<file path="config.mk">
export PLATFORM = sky130hd
export DESIGN_NAME = sys_time_keeper
export DESIGN_NICKNAME = d
export VERILOG_FILES = /design/src/rtl/sys_time_keeper_pkg.sv /design/src/rtl/sys_time_counter.sv /design/src/rtl/sys_time_keeper.sv
export SDC_FILE = /design/constraint.sdc
export NUM_CORES = 1
export LEC_CHECK = 0
export ABC_AREA = 1
export BUFFER_PORTS_ARGS = -buffer_cell sky130_fd_sc_hd__buf_2
export CORE_MARGIN = 2
export CORE_UTILIZATION = 51
export CTS_BUF_LIST = sky130_fd_sc_hd__clkbuf_8
export CTS_CLUSTER_SIZE = 16
export DETAILED_ROUTE_END_ITERATION = 8
export PLACE_DENSITY = 0.75
export SYNTH_ARGS = -nofsm -noshare
export SYNTH_HDL_FRONTEND = slang
export SYNTH_SLANG_ARGS = --single-unit
</file>
<file path="constraint.sdc">
create_clock -name trn_clk -period 7.06 [get_ports trn_clk]
set_clock_uncertainty 0.15 [all_clocks]
set_input_delay 1.412 -clock trn_clk [delete_from_list [all_inputs] [get_ports trn_clk]]
set_output_delay 1.412 -clock trn_clk [all_outputs]
set_load 0.005 [all_outputs]
</file>
<file path="src/rtl/sys_time_keeper_pkg.sv">
// Shared constants and types for the system-time keeper.
// Holds the rollover value, the arbiter states and the requester indices.
package sys_time_keeper_pkg;

    localparam int unsigned NS_PER_CLK_DEF = 4;
    localparam int unsigned NS_WRAP_DEF    = 1000000000;

    typedef enum logic {
        IDLE  = 1'b0,
        GRANT = 1'b1
    } arb_state_t;

    localparam logic REQ_RX = 1'b0;
    localparam logic REQ_TX = 1'b1;

    typedef struct packed {
        logic [31:0] secs;
        logic [31:0] nsecs;
    } tstamp_t;

endpackage

</file>
<file path="src/rtl/sys_time_counter.sv">
// Running {secs, nsecs} counter: loads host rewrites, otherwise advances every clock.
// Latency: a host rewrite appears 1 cycle after the change. pps is registered with the carry.
// Backpressure: none, the counter free-runs.
module sys_time_counter
    import sys_time_keeper_pkg::*;
#(
    parameter int unsigned NS_PER_CLK = NS_PER_CLK_DEF,
    parameter int unsigned NS_WRAP    = NS_WRAP_DEF
) (
    input  logic        trn_clk,
    input  logic        reset_n,
    input  logic [31:0] sys_nsecs,
    input  logic [31:0] sys_secs,
    output logic [31:0] cur_nsecs,
    output logic [31:0] cur_secs,
    output logic        pps
);

    logic [31:0] prev_nsecs;
    logic [31:0] prev_secs;
    logic        nsecs_load;
    logic        secs_load;
    logic [32:0] ns_sum;
    logic        carry;
    logic [31:0] nsecs_next;
    logic [31:0] secs_next;

    assign nsecs_load = (sys_nsecs != prev_nsecs);
    assign secs_load  = (sys_secs != prev_secs);
    assign ns_sum     = {1'b0, cur_nsecs} + 33'(NS_PER_CLK);
    // An nsecs load replaces the increment, so it also swallows any carry.
    assign carry      = !nsecs_load && (ns_sum >= 33'(NS_WRAP));

    always_comb begin
        nsecs_next = ns_sum[31:0];
        if (nsecs_load) begin
            nsecs_next = (sys_nsecs >= 32'(NS_WRAP)) ? 32'd0 : sys_nsecs;
        end else if (carry) begin
            nsecs_next = 32'(ns_sum - 33'(NS_WRAP));
        end

        secs_next = cur_secs;
        if (secs_load) begin
            secs_next = sys_secs;
        end else if (carry) begin
            secs_next = cur_secs + 32'd1;
        end
    end

    always_ff @(posedge trn_clk or negedge reset_n) begin
        if (!reset_n) begin
            prev_nsecs <= '0;
            prev_secs  <= '0;
            cur_nsecs  <= '0;
            cur_secs   <= '0;
            pps        <= 1'b0;
        end else begin
            prev_nsecs <= sys_nsecs;
            prev_secs  <= sys_secs;
            cur_nsecs  <= nsecs_next;
            cur_secs   <= secs_next;
            pps        <= carry;
        end
    end

endmodule

</file>
<file path="src/rtl/sys_time_keeper.sv">
// System-time counter plus round-robin timestamp arbiter for the RX and TX paths.
// Latency: grant 1 cycle after the request is sampled. At most one grant every 2 cycles.
// Backpressure: requesters hold ts_req until granted. RX is granted even when disabled.
module sys_time_keeper
    import sys_time_keeper_pkg::*;
#(
    parameter int unsigned NS_PER_CLK = NS_PER_CLK_DEF,
    parameter int unsigned NS_WRAP    = NS_WRAP_DEF
) (
    input  logic        trn_clk,
    input  logic        reset_n,
    input  logic [31:0] sys_nsecs,
    input  logic [31:0] sys_secs,
    input  logic        rx_timestamp_en,
    input  logic [1:0]  ts_req,
    output logic [1:0]  ts_gnt,
    output logic [63:0] ts_value,
    output logic [31:0] cur_nsecs,
    output logic [31:0] cur_secs,
    output logic        pps
);

    arb_state_t state;
    arb_state_t state_next;
    logic       last_gnt;
    logic       gnt_idx;
    logic       pick_idx;
    tstamp_t    snap;

    sys_time_counter #(
        .NS_PER_CLK (NS_PER_CLK),
        .NS_WRAP    (NS_WRAP)
    ) u_counter (
        .trn_clk   (trn_clk),
        .reset_n   (reset_n),
        .sys_nsecs (sys_nsecs),
        .sys_secs  (sys_secs),
        .cur_nsecs (cur_nsecs),
        .cur_secs  (cur_secs),
        .pps       (pps)
    );

    always_comb begin
        state_next = state;
        // Contention goes to whoever was not served last; otherwise the sole requester.
        pick_idx   = (&ts_req) ? ~last_gnt : ts_req[1];
        case (state)
            IDLE:    if (|ts_req) state_next = GRANT;
            GRANT:   state_next = IDLE;
            default: state_next = IDLE;
        endcase
    end

    always_ff @(posedge trn_clk or negedge reset_n) begin
        if (!reset_n) begin
            state    <= IDLE;
            last_gnt <= 1'b1;
            gnt_idx  <= 1'b0;
            snap     <= '0;
        end else begin
            state <= state_next;
            if (state == IDLE && |ts_req) begin
                gnt_idx <= pick_idx;
                if (pick_idx == REQ_RX && !rx_timestamp_en) begin
                    snap <= '0;
                end else begin
                    snap <= '{secs: cur_secs, nsecs: cur_nsecs};
                end
            end
            if (state == GRANT) begin
                last_gnt <= gnt_idx;
            end
        end
    end

    assign ts_gnt   = (state != GRANT)     ? 2'b00 :
                      (gnt_idx == REQ_TX)  ? 2'b10 : 2'b01;
    assign ts_value = snap;

endmodule

</file>
==> run_results.csv, run 1 <==
group,metric,value,unit
route,wl_per_cell,16.16,um
logic_synthesis,synth_top_family_by_area,"simple AND/OR/NAND/NOR gates",
clocking,clock_sinks,196,
clocking,post_cts_buffers,0,
logic_synthesis,synthDistinctLibCells,41,
cells_and_area,multi_input_area,5215,um2
cells_and_area,drive_above_1_share,0.1809,
route,vias,10130,
logic_synthesis,yosys.area_share.simple,0.3815,
route,viasPerCell,5.344,
setup_path,critical_path.top_delay_family,"simple AND/OR/NAND/NOR gates",
clocking,clk_path_buf_depth,2,
pwr,cellPowerDensity,193.3,nW/um2
grt,grt_use_met2,0.4212,
grt,grt_pass1_wl,49.31,mm
logic_synthesis,netlist_area,10730,um2
logic_synthesis,ys.warnings.count,0,
pwr,vdd.ir_drop.worst,0.0001338,V
logic_synthesis,synth-main-ff-cell,"dfrtp_1",
clocking,clk_pin_slew_worst_paths,0.12,ns
logic_synthesis,synth-adder-area-share,0.003497,
route,postRouteAntennaNets,0,
placed_design,gp_congestion,0.9556,
setup_path,worstPathArrival,4.41,ns
run,drv_cap,0,
clocking,clock_latency,0.50,ns
floorplanning,die_y,149.1,um
floorplanning,core-area,20820,um2
clocking,cts_tree,"yes",
route,initialDrtViolationCount,857,
setup_path,crit_path_end_kind,"register",
clocking,h-tree-depth,4,
cells_and_area,area_growth,15.00,%
floorplanning,rows,53,
clocking,cts_buffers,17,
cells_and_area,ff_latch_area,4906,um2
floorplanning,die_area,22220,um2
sta,relSlewSlack,0.2473,
placed_design,place_ws,2.918,ns
grt,use_met3,0.04679,
grt,grt_usage,0.2816,
placed_design,post-dp-hpwl,22.51,mm
sta,period_share,0.5930,
cells_and_area,diodes,0,
cells_and_area,nFillCells,1970,
placed_design,portBuffers,199,
logic_synthesis,synthMuxAreaShare,0,
setup_path,path_class,"reg -> reg",
logic_synthesis,ys_seq_area_frac,0.4570,
sta,drv_slew,0,
min_path,hp-class,"reg -> reg",
clocking,holdBufCountCts,0,
logic_synthesis,synth.net_count,1502,
sta,grt_setup_unrepaired,"false",
clocking,cts_root_buf,"clkbuf_8",
floorplanning,die_x,149.1,um
cells_and_area,final_core_util,0.5928,
sta,setup_ws,2.873,ns
grt,grt_pass1_vias,9444,
logic_synthesis,ys_ff_latch,196,
setup_path,cp_cell_sequence,"ha_1 -> nand2_1 -> nor2_4 -> nand2_2 -> nand2_1 -> nand2_1 -> inv_1 -> ha_1 -> o21ai_1 -> nor2_1 -> o21ai_1 -> nand3_1 -> nand3_2 -> nand2_2 -> buf_4 -> inv_2 -> nand3_1 -> nand3_1",
setup_path,critical-path-slowest-cell,"dfrtp_1",
sta,timing.hold.ws,0.3179,ns
floorplanning,start_util,0.5155,
sta,worstMarginPinSlew,1.127,ns
route,routed_wl,30.63,mm
grt,grt_max_degree,81,
route,dr.pass1.iters,6,
pwr,p_leak,6.433,nW
logic_synthesis,synth_compound_area_frac,0.03054,
setup_path,path_buf_inv,3,
setup_path,slowest_delay,0.48,ns
sta,clock.fmax,238.9,MHz
clocking,cts_resized,0,
grt,antenna_found_initial,1,
logic_synthesis,async_reset_ff_frac,1.000,
logic_synthesis,avgSynthCellArea,7.506,um2
sta,period_minus_slack,4.187,ns
setup_path,cp-start-kind,"register",
logic_synthesis,syn_inst,1430,
logic_synthesis,synth-edff-count,0,
grt,gr-total-overflow,0,
pwr,fin_total_pwr,2.386,mW
grt,grt.busiest_layer,"met2",
sta,fin_tns_setup,0,ns
sta,setup_viol,0,
logic_synthesis,synthXorXnorAreaFrac,0.06842,
setup_path,cp_max_fo,47,
sta,finalHoldViolCount,0,
setup_path,required,7.29,ns
grt,grt_use_met1,0.4209,
floorplanning,io_pins,200,
run_status,outcome,"complete, no violations",
cells_and_area,fin_nets,1679,
route,drc,0,
[registers in the layout, summed over array words and instances, names as in the netlist]
signal	flops
u_counter.pps	1
u_counter.cur_nsecs	32
u_counter.prev_secs	32
state	1
last_gnt	1
ts_value	64
gnt_idx	1
u_counter.prev_nsecs	32
u_counter.cur_secs	32
[kinds of logic after synthesis]
family / after synthesis
fa+ha+maj: 3
xor+xnor: 83
compound gates: 57
buf+inv: 153
simple gates: 938
flops: 196
[synthesized netlist by cell type, types with 2 or more instances]
cell	count	share of area
a21oi_1	8	0.0037
and2_1	5	0.0029
buf_1	7	0.0024
buf_2	2	0.00093
buf_4	3	0.0021
buf_6	6	0.0063
clkbuf_1	32	0.011
clkinv_1	2	0.00070
dfrtp_1	195	0.45
ha_1	3	0.0035
inv_1	95	0.033
inv_2	6	0.0021
nand2_1	511	0.18
nand2_2	7	0.0041
nand3_1	218	0.10
nand3b_1	11	0.0077
nand4_1	18	0.010
nor2_1	107	0.037
nor2_2	7	0.0041
nor2_4	6	0.0063
nor3_1	11	0.0051
nor3b_1	2	0.0014
nor4_1	12	0.0070
o2111ai_1	5	0.0041
o21ai_0	23	0.011
o21ai_1	8	0.0037
o22ai_1	8	0.0047
or2_2	17	0.0099
or3b_2	3	0.0024
xnor2_1	29	0.024
xor2_1	53	0.043
[final timing paths]
path | slack [ns] | from | endpoint | depth (start not counted)
worst min register to register | 0.32 | last_gnt | last_gnt | 2
max in group asynchronous | 4.63 | reset_n | u_counter.prev_nsecs[22] | 2
min in group asynchronous | 0.72 | reset_n | u_counter.cur_secs[26] | 1
worst max-delay path | 2.87 | u_counter.cur_nsecs[2] | u_counter.cur_secs[19] | 18
worst max register to register | 2.87 | u_counter.cur_nsecs[2] | u_counter.cur_secs[19] | 18
worst min-delay path | 0.32 | last_gnt | last_gnt | 2
[worst register-to-register path: cells and delay by family (launching register included)]
| family | cells | cell delay, ns |
|---|---|---|
| buffers and inverters | 3 | 0.92 |
| flip-flops | 1 | 0.48 |
| adder cells (fa/ha/maj) | 2 | 0.47 |
| AO/OA/AOI/OAI | 2 | 0.27 |
| AND/OR/NAND/NOR | 11 | 1.79 |
[layout by cell type, fill, tap and decap left out, drive strengths merged, types with 3 or more instances in the layout]
master   netlist  routed
nand2        518     518
nand3        219     219
buf           18     207
dfrtp        195     195
nor2         120     120
inv          101     112
xor2          54      54
o21ai         31      31
xnor2         29      29
nand4         18      18
clkbuf        32      18
or2           17      17
nor4          12      12
nand3b        11      11
nor3          11      11
a21oi          8       8
o22ai          8       8
and2           6       6
clkinv         2       6
o2111ai        5       5
or3b           3       3
ha             3       3
[power breakdown]
part,internal [mW],total (mW),switching (mW)
logic,0.137,0.354,0.218
registers,1.21,1.27,0.0690
clock network,0.279,0.758,0.478
total,1.62,2.39,0.765
[final cells by class]
type	count	share of cell area
clock inverters	15	0.01510
clock buffers	17	0.01895
flip-flops and latches	196	0.3974
multi-input cells	1081	0.4225
well taps	275	0.02787
inverters	103	0.03132
repair buffers	208	0.08686
[per-stage QoR]
stage	cell area, um2	instances
final	12340	1895
after detailed placement	11920	1863
after global placement	11920	1863
after global routing	12340	1895
after CTS	12340	1895
after floorplan	10730	1430
[layer usage]
| layer | wire length (um) | part of all wire |
|---|---|---|
| met5 | 0 | 0 |
| met2 | 13600 | 0.44 |
| met4 | 665 | 0.022 |
| met1 | 14210 | 0.46 |
| met3 | 2153 | 0.070 |
Power figures use the tool's default switching activity.
==> run 2: changes to the inputs <==
Settings changed: ABC_AREA 1 to 0, PLACE_DENSITY 0.75 to 0.76.
Clock period 7.06 ns to 4.3 ns, I/O delays scaled along.
==> run 2 against run 1 <==
Largest cell class is now flip-flops and latches. Core utilization rose by 1.7 points. Cell count fell by 30%. Count of clock-buffer cells in the layout did not move. First-iteration DRC count fell by 19%. Via count fell by 25%. Critical path type unchanged. Non-clock buffer count rose by 16.
==> run_results.csv, run 2 <==
group,metric,value,unit
cells_and_area,nFillCells,1511,
run_status,outcome,"complete, no violations",
grt,grt_pass1_wl,39.76,mm
route,postRouteAntennaNets,0,
pwr,p_sw,1.157,mW
sta,drv_slew,0,
placed_design,portBuffers,199,
logic_synthesis,synth.most_common_cell,"dfrtp_1",
route,viasPerCell,5.739,
pwr,fin_total_pwr,3.952,mW
setup_path,slowest_delay,0.50,ns
logic_synthesis,synth-main-ff-cell,"dfrtp_1",
route,dr.pass1.iters,5,
route,routed_wl,25.02,mm
cells_and_area,layout_commonest_cell,"buf_2",
floorplanning,io_pins,200,
min_path,hp-class,"in -> async",
logic_synthesis,yosys.area.top_type,"dfrtp_1",
logic_synthesis,netlist_top_cells_count,"195 x dfrtp_1, 81 x xor2_1, 70 x nor2_1, 69 x a22o_1, 58 x nand2_1",
cells_and_area,largest_reg_flops,64,
pwr,internal_power,2.796,mW
pwr,p_seq_frac,0.531,
logic_synthesis,synthTopCellsByArea,"dfrtp_1 51%, xor2_1 7.4%, a22o_1 6.3%",
route,wl_per_cell,18.95,um
logic_synthesis,synth_top_area_frac,0.5112,
sta,worstMarginPinSlew,0.9607,ns
setup_path,cp-start-kind,"register",
setup_path,r2r-end,"u_counter.cur_secs[3]",
setup_path,crit_path_end_kind,"register",
setup_path,cp_cell_sequence,"and4_2 -> nand3_1 -> xnor2_1 -> ha_1 -> nor2_1 -> mux2i_1 -> a21o_1 -> a211oi_2 -> o31a_4 -> o211ai_4 -> buf_4 -> nor3_2 -> xnor2_1 -> a21oi_1",
clocking,cts_root_buf,"clkbuf_8",
clocking,holdBufCountCts,0,
sta,clock.fmax,248.1,MHz
cells_and_area,area_growth,18.31,%
sta,timing.hold.ws,0.2892,ns
route,drc,0,
logic_synthesis,ys_ff_latch,196,
setup_path,worstPathArrival,4.23,ns
setup_path,required,4.50,ns
setup_path,cp_max_fo,12,
grt,grt_max_degree,95,
cells_and_area,drive_above_1_share,0.2832,
logic_synthesis,ys.warnings.count,0,
logic_synthesis,synth-edff-count,0,
sta,relSlewSlack,0.3581,
route,vias,7576,
logic_synthesis,ys_seq_area_frac,0.5140,
clocking,clock_latency,0.49,ns
clocking,cts_buffers,17,
logic_synthesis,netlist_area,9545,um2
setup_path,path_class,"reg -> reg",
pwr,pwr-share-comb,0.138,
setup_path,startpoint,"u_counter.cur_nsecs[5]",
floorplanning,core-area,18520,um2
floorplanning,die_x,140.8,um
sta,period_share,0.9374,
grt,antenna_found_initial,4,
cells_and_area,layout_common_cells,"198 x buf_2, 195 x dfrtp_1, 81 x xor2_1, 69 x nor2_1, 69 x a22o_1",
setup_path,crit_end,"u_counter.cur_secs[3]",
sta,finalHoldViolCount,0,
route,initialDrtViolationCount,693,
sta,period_minus_slack,4.031,ns
clocking,clk_pin_slew_worst_paths,0.11,ns
placed_design,post-dp-hpwl,18.12,mm
pwr,clock_power_share,0.330,
setup_path,cp_common_cell,"xnor2_1",
grt,grt_usage,0.2553,
logic_synthesis,synthDistinctLibCells,78,
sta,setup_viol,0,
logic_synthesis,synth.net_count,952,
setup_path,reg2reg_from,"u_counter.cur_nsecs[5]",
grt,gr-total-overflow,0,
floorplanning,rows,50,
clocking,h-tree-depth,4,
logic_synthesis,avgSynthCellArea,10.85,um2
clocking,cts_tree,"yes",
setup_path,reg2reg_setup_slack,0.27,ns
pwr,p_leak,5.077,nW
floorplanning,die_y,140.8,um
placed_design,gp_congestion,0.9279,
grt,grt_pass1_vias,7344,
logic_synthesis,async_reset_ff_frac,1.000,
logic_synthesis,syn_inst,880,
pwr,p_sw_frac,0.2926,
pwr,cellPowerDensity,350.0,nW/um2
clocking,clk_path_buf_depth,2,
cells_and_area,fin_nets,1143,
floorplanning,start_util,0.5155,
clocking,clock_sinks,196,
pwr,vdd.ir_drop.worst,0.0002134,V
sta,fin_tns_setup,0,ns
setup_path,critical-path-slowest-cell,"dfrtp_1",
setup_path,reg2reg_depth,14,
floorplanning,die_area,19830,um2
sta,grt_setup_unrepaired,"false",
run,drv_cap,0,
## run 2: cell types whose count changed in the layout (fill, tap and decap cells not counted), moves of 20 or more
cell / before / now
nand3_1: 218 / 20
nor2_1: 107 / 69
inv_1: 94 / 19
nand2_1: 510 / 58
xor2_1: 53 / 81
a22o_1: 0 / 69
a21oi_1: 8 / 37
xnor2_1: 29 / 49
## run 2: worst max-delay path: cells and delay by family, from the launching register on
| kind | cells | cell delay (ns) |
|---|---|---|
| fa+ha+maj | 1 | 0.25 |
| compound gates | 5 | 1.31 |
| xor+xnor | 2 | 0.49 |
| simple gates | 4 | 0.68 |
| buf+inv | 1 | 0.24 |
| mux | 1 | 0.26 |
| flops | 1 | 0.50 |
## run 2: repair_timing
item                                    CTS  global route
endpoints found under the hold margin     0             0
endpoints found under the setup margin    0             4
gates resized for setup                   0             2
setup buffers                             0             1
## run 2: layout make-up
cell class / instances / area, um2 / share of cell area
Multi-Input combinational cell: 613 / 4373 / 0.3872
Tap cell: 234 / 292.8 / 0.02593
Inverter: 19 / 71.32 / 0.006315
Timing Repair Buffer: 224 / 1205 / 0.1067
Antenna cell: 2 / 5.005 / 0.0004432
Clock inverter: 15 / 206.4 / 0.01828
Sequential cell: 196 / 4906 / 0.4344
Clock buffer: 17 / 234.0 / 0.02072
## run 2: worst min-delay path by stage
stage / startpoint / end / slack [ns] / cells past startpoint
2_1_floorplan: ts_value[15] / ts_value[15] / 0.35 / 1
3_3_place_gp: ts_value[20] / ts_value[20] / 0.33 / 1
3_5_place_dp: ts_value[48] / ts_value[48] / 0.34 / 1
4_1_cts: reset_n / ts_value[9] / 0.31 / 1
5_1_grt: sys_secs[15] / u_counter.prev_secs[15] / 0.33 / 1
6_report: reset_n / ts_value[11] / 0.29 / 1
## run 2: cells by family (layout without fill, tap and decap cells)
group | count (synthesis) | count (layout) | share of synthesized area
simple gates | 267 | 267 | 0.1561
compound gates | 203 | 203 | 0.1632
flops | 196 | 196 | 0.5140
xor+xnor | 130 | 130 | 0.1193
buf+inv | 71 | 275 | 0.03264
mux | 10 | 10 | 0.01088
fa+ha+maj | 3 | 3 | 0.003933
other cells | 0 | 2 | 0
## run 2: routing by layer
layer	up-vias	wire [um]	GRT usage
met5	-	7	0
met4	2	420	0.07526
li1	3534	-	-
met2	278	11670	0.3967
met1	3730	11550	0.3652
met3	32	1368	0.05367
## run 2: power by group through the flow
stage	Clock [mW]	Combinational, mW	Sequential, mW
2_1_floorplan	0	0.262	2.12
3_3_place_gp	0	0.537	2.13
3_5_place_dp	0	0.551	2.13
4_1_cts	1.33	0.552	2.10
5_1_grt	1.41	0.600	2.12
6_report	1.31	0.546	2.10
## run 2: through the flow
step	utilization	instances	worst slack (ns)	instance area, um2
after CTS	0.6087	1317	0.2358	11270
after floorplan	-	880	0.7592	9545
after global placement	0.5849	1285	0.4473	10830
after global routing	0.6097	1319	0.03492	11290
final	0.6099	1320	0.2693	11290
after detailed placement	0.5849	1285	0.2978	10830
==> run 3: changes to the inputs <==
Settings changed: BUFFER_PORTS_ARGS -buffer_cell sky130_fd_sc_hd__buf_2 to -buffer_cell sky130_fd_sc_hd__buf_4, CORE_MARGIN 2 to default.
==> run 3 against run 2 <==
The run now ends with DRC left. Non-clock buffer count down 5. Register-to-register slack better by 0.07 ns. Sequential share of layout area down 1.7 points. Critical path depth up 1. Global-route usage up 0.81 points. Flip-flop and latch count unchanged. Via count down 0.41%. Sequential power about the same. Critical path type unchanged. Largest cell class unchanged. Largest power group unchanged.
==> run_results.csv, run 3 (synthesis results as in run 2) <==
group,metric,value,unit
sta,worstMarginPinSlew,0.9317,ns
floorplanning,core-area,18150,um2
run,drv_cap,0,
route,dr.pass1.iters,9,
cells_and_area,layout_common_cells,"215 x buf_4, 195 x dfrtp_1, 81 x xor2_1, 69 x nor2_1, 69 x a22o_1",
pwr,p_leak,5.149,nW
route,wl_per_cell,18.65,um
clocking,holdBufCountCts,0,
sta,grt_setup_unrepaired,"false",
grt,gr-total-overflow,0,
grt,antenna_found_initial,0,
run_status,violations,"DRC",
floorplanning,start_util,0.5260,
floorplanning,rows,49,
setup_path,path_class,"reg -> reg",
route,viasPerCell,5.768,
grt,grt_usage,0.2634,
cells_and_area,largest_reg_flops,64,
grt,grt_max_degree,104,
setup_path,worstPathArrival,4.16,ns
grt,grt_use_met1,0.3719,
setup_path,cp-start-kind,"register",
route,routed_wl,24.39,mm
cells_and_area,final_area,11740,um2
grt,grt_pass1_wl,39.72,mm
floorplanning,die_x,138.8,um
placed_design,place_ws,0.3607,ns
setup_path,required,4.50,ns
sta,clock.fmax,252.2,MHz
pwr,vdd.ir_drop.worst,0.0002540,V
clocking,cts_tree,"yes",
cells_and_area,final_core_util,0.6470,
placed_design,portBuffers,199,
grt,use_met3,0.05628,
floorplanning,die_y,138.8,um
cells_and_area,diodes,0,
pwr,cellPowerDensity,338.4,nW/um2
route,initialDrtViolationCount,591,
cells_and_area,area_growth,23.00,%
clocking,clk_pin_slew_worst_paths,0.11,ns
setup_path,slowest_delay,0.40,ns
grt,grt.busiest_layer,"met2",
sta,relSlewSlack,0.3775,
setup_path,cp_max_fo,17,
sta,period_minus_slack,3.965,ns
placed_design,placed_area,11320,um2
cells_and_area,drive_above_1_share,0.2799,
clocking,cts_root_buf,"clkbuf_8",
placed_design,post-dp-hpwl,18.05,mm
setup_path,crit_path_end_kind,"register",
route,vias,7545,
clocking,cts_buffers,17,
clocking,clock_latency,0.48,ns
clocking,clk_path_buf_depth,2,
setup_path,cp_cell_sequence,"buf_4 -> and4_2 -> nand3_1 -> xnor2_1 -> ha_1 -> nor2_1 -> mux2i_1 -> a21o_1 -> a211oi_2 -> o31a_4 -> o21ai_2 -> buf_4 -> a21oi_1 -> xnor2_1 -> o21ai_0",
cells_and_area,layout_commonest_cell,"buf_4",
clocking,h-tree-depth,4,
route,drc,10,
sta,drv_slew,0,
grt,grt_pass1_vias,7287,
sta,period_share,0.9222,
floorplanning,die_area,19270,um2
placed_design,gp_congestion,0.9317,
run_status,outcome,"complete, but fails checks",
grt,grt_use_met2,0.4040,
cells_and_area,fin_nets,1138,
min_path,hp-class,"in -> async",
sta,setup_viol,0,
pwr,fin_total_pwr,3.974,mW
floorplanning,io_pins,200,
sta,finalHoldViolCount,0,
sta,setup_ws,0.3347,ns
sta,fin_tns_setup,0,ns
route,postRouteAntennaNets,0,
setup_path,critical-path-slowest-cell,"o31a_4",
clocking,clock_sinks,196,
run 3: changes by cell type in the layout (fill, tap and decap cells not counted), sizes merged:
cell | previous run | this run
buf | 223 | 218
inv | 29 | 26
clkinvlp | 0 | 2
diode | 2 | 0
clkinv | 3 | 4
run 3: worst paths after layout:
check	startpoint	to	slack, ns	depth (start not counted)
hold reg to reg	ts_value[22]	ts_value[22]	0.36	1
hold / removal	reset_n	ts_value[10]	0.33	1
setup reg to reg	u_counter.cur_nsecs[4]	u_counter.cur_nsecs[17]	0.33	15
max in group asynchronous	reset_n	u_counter.cur_secs[2]	2.81	2
min in group trn_clk	sys_secs[16]	u_counter.prev_secs[16]	0.35	1
setup / recovery	u_counter.cur_nsecs[4]	u_counter.cur_nsecs[17]	0.33	15
run 3: worst max-delay path: cells and delay by family, from the launching register on:
| kind | cells | cell delay, ns |
|---|---|---|
| simple gates | 3 | 0.63 |
| mux | 1 | 0.24 |
| compound gates | 6 | 1.30 |
| flops | 1 | 0.39 |
| xor+xnor | 2 | 0.45 |
| buf+inv | 2 | 0.45 |
| fa+ha+maj | 1 | 0.24 |
run 3: final cells by class:
class                           count  area [um2]
Timing Repair Buffer              219        1688
Multi-Input combinational cell    613        4365
Clock inverter                     15       190.2
Inverter                           19       71.32
Clock buffer                       17       234.0
Fill cell                        1452        6406
Sequential cell                   196        4906
Tap cell                          229       286.5
run 3: layer usage:
metal | up-vias | wire length, um
met5 | - | 0
met4 | 0 | 451
met3 | 33 | 1578
met2 | 257 | 11390
met1 | 3728 | 10970
li1 | 3527 | -
run 3: per-stage QoR:
step | hold slack [ns] | instances
after global placement | 0.3390 | 1276
final | 0.3252 | 1308
after floorplan | 0.3481 | 880
after global routing | 0.3112 | 1308
after detailed placement | 0.3430 | 1276
after CTS | 0.3172 | 1308
run 3: report_power, final:
group	switching [mW]	leakage [nW]	internal [mW]
clock network	0.707	0.209	0.545
logic	0.290	2.50	0.324
registers	0.121	2.44	1.99
run 3: timing repair:
action | CTS | global route
hold endpoints to repair | 0 | 0
resized for setup | 0 | 1
setup endpoints to repair | 0 | 1
buffers inserted | 0 | 0
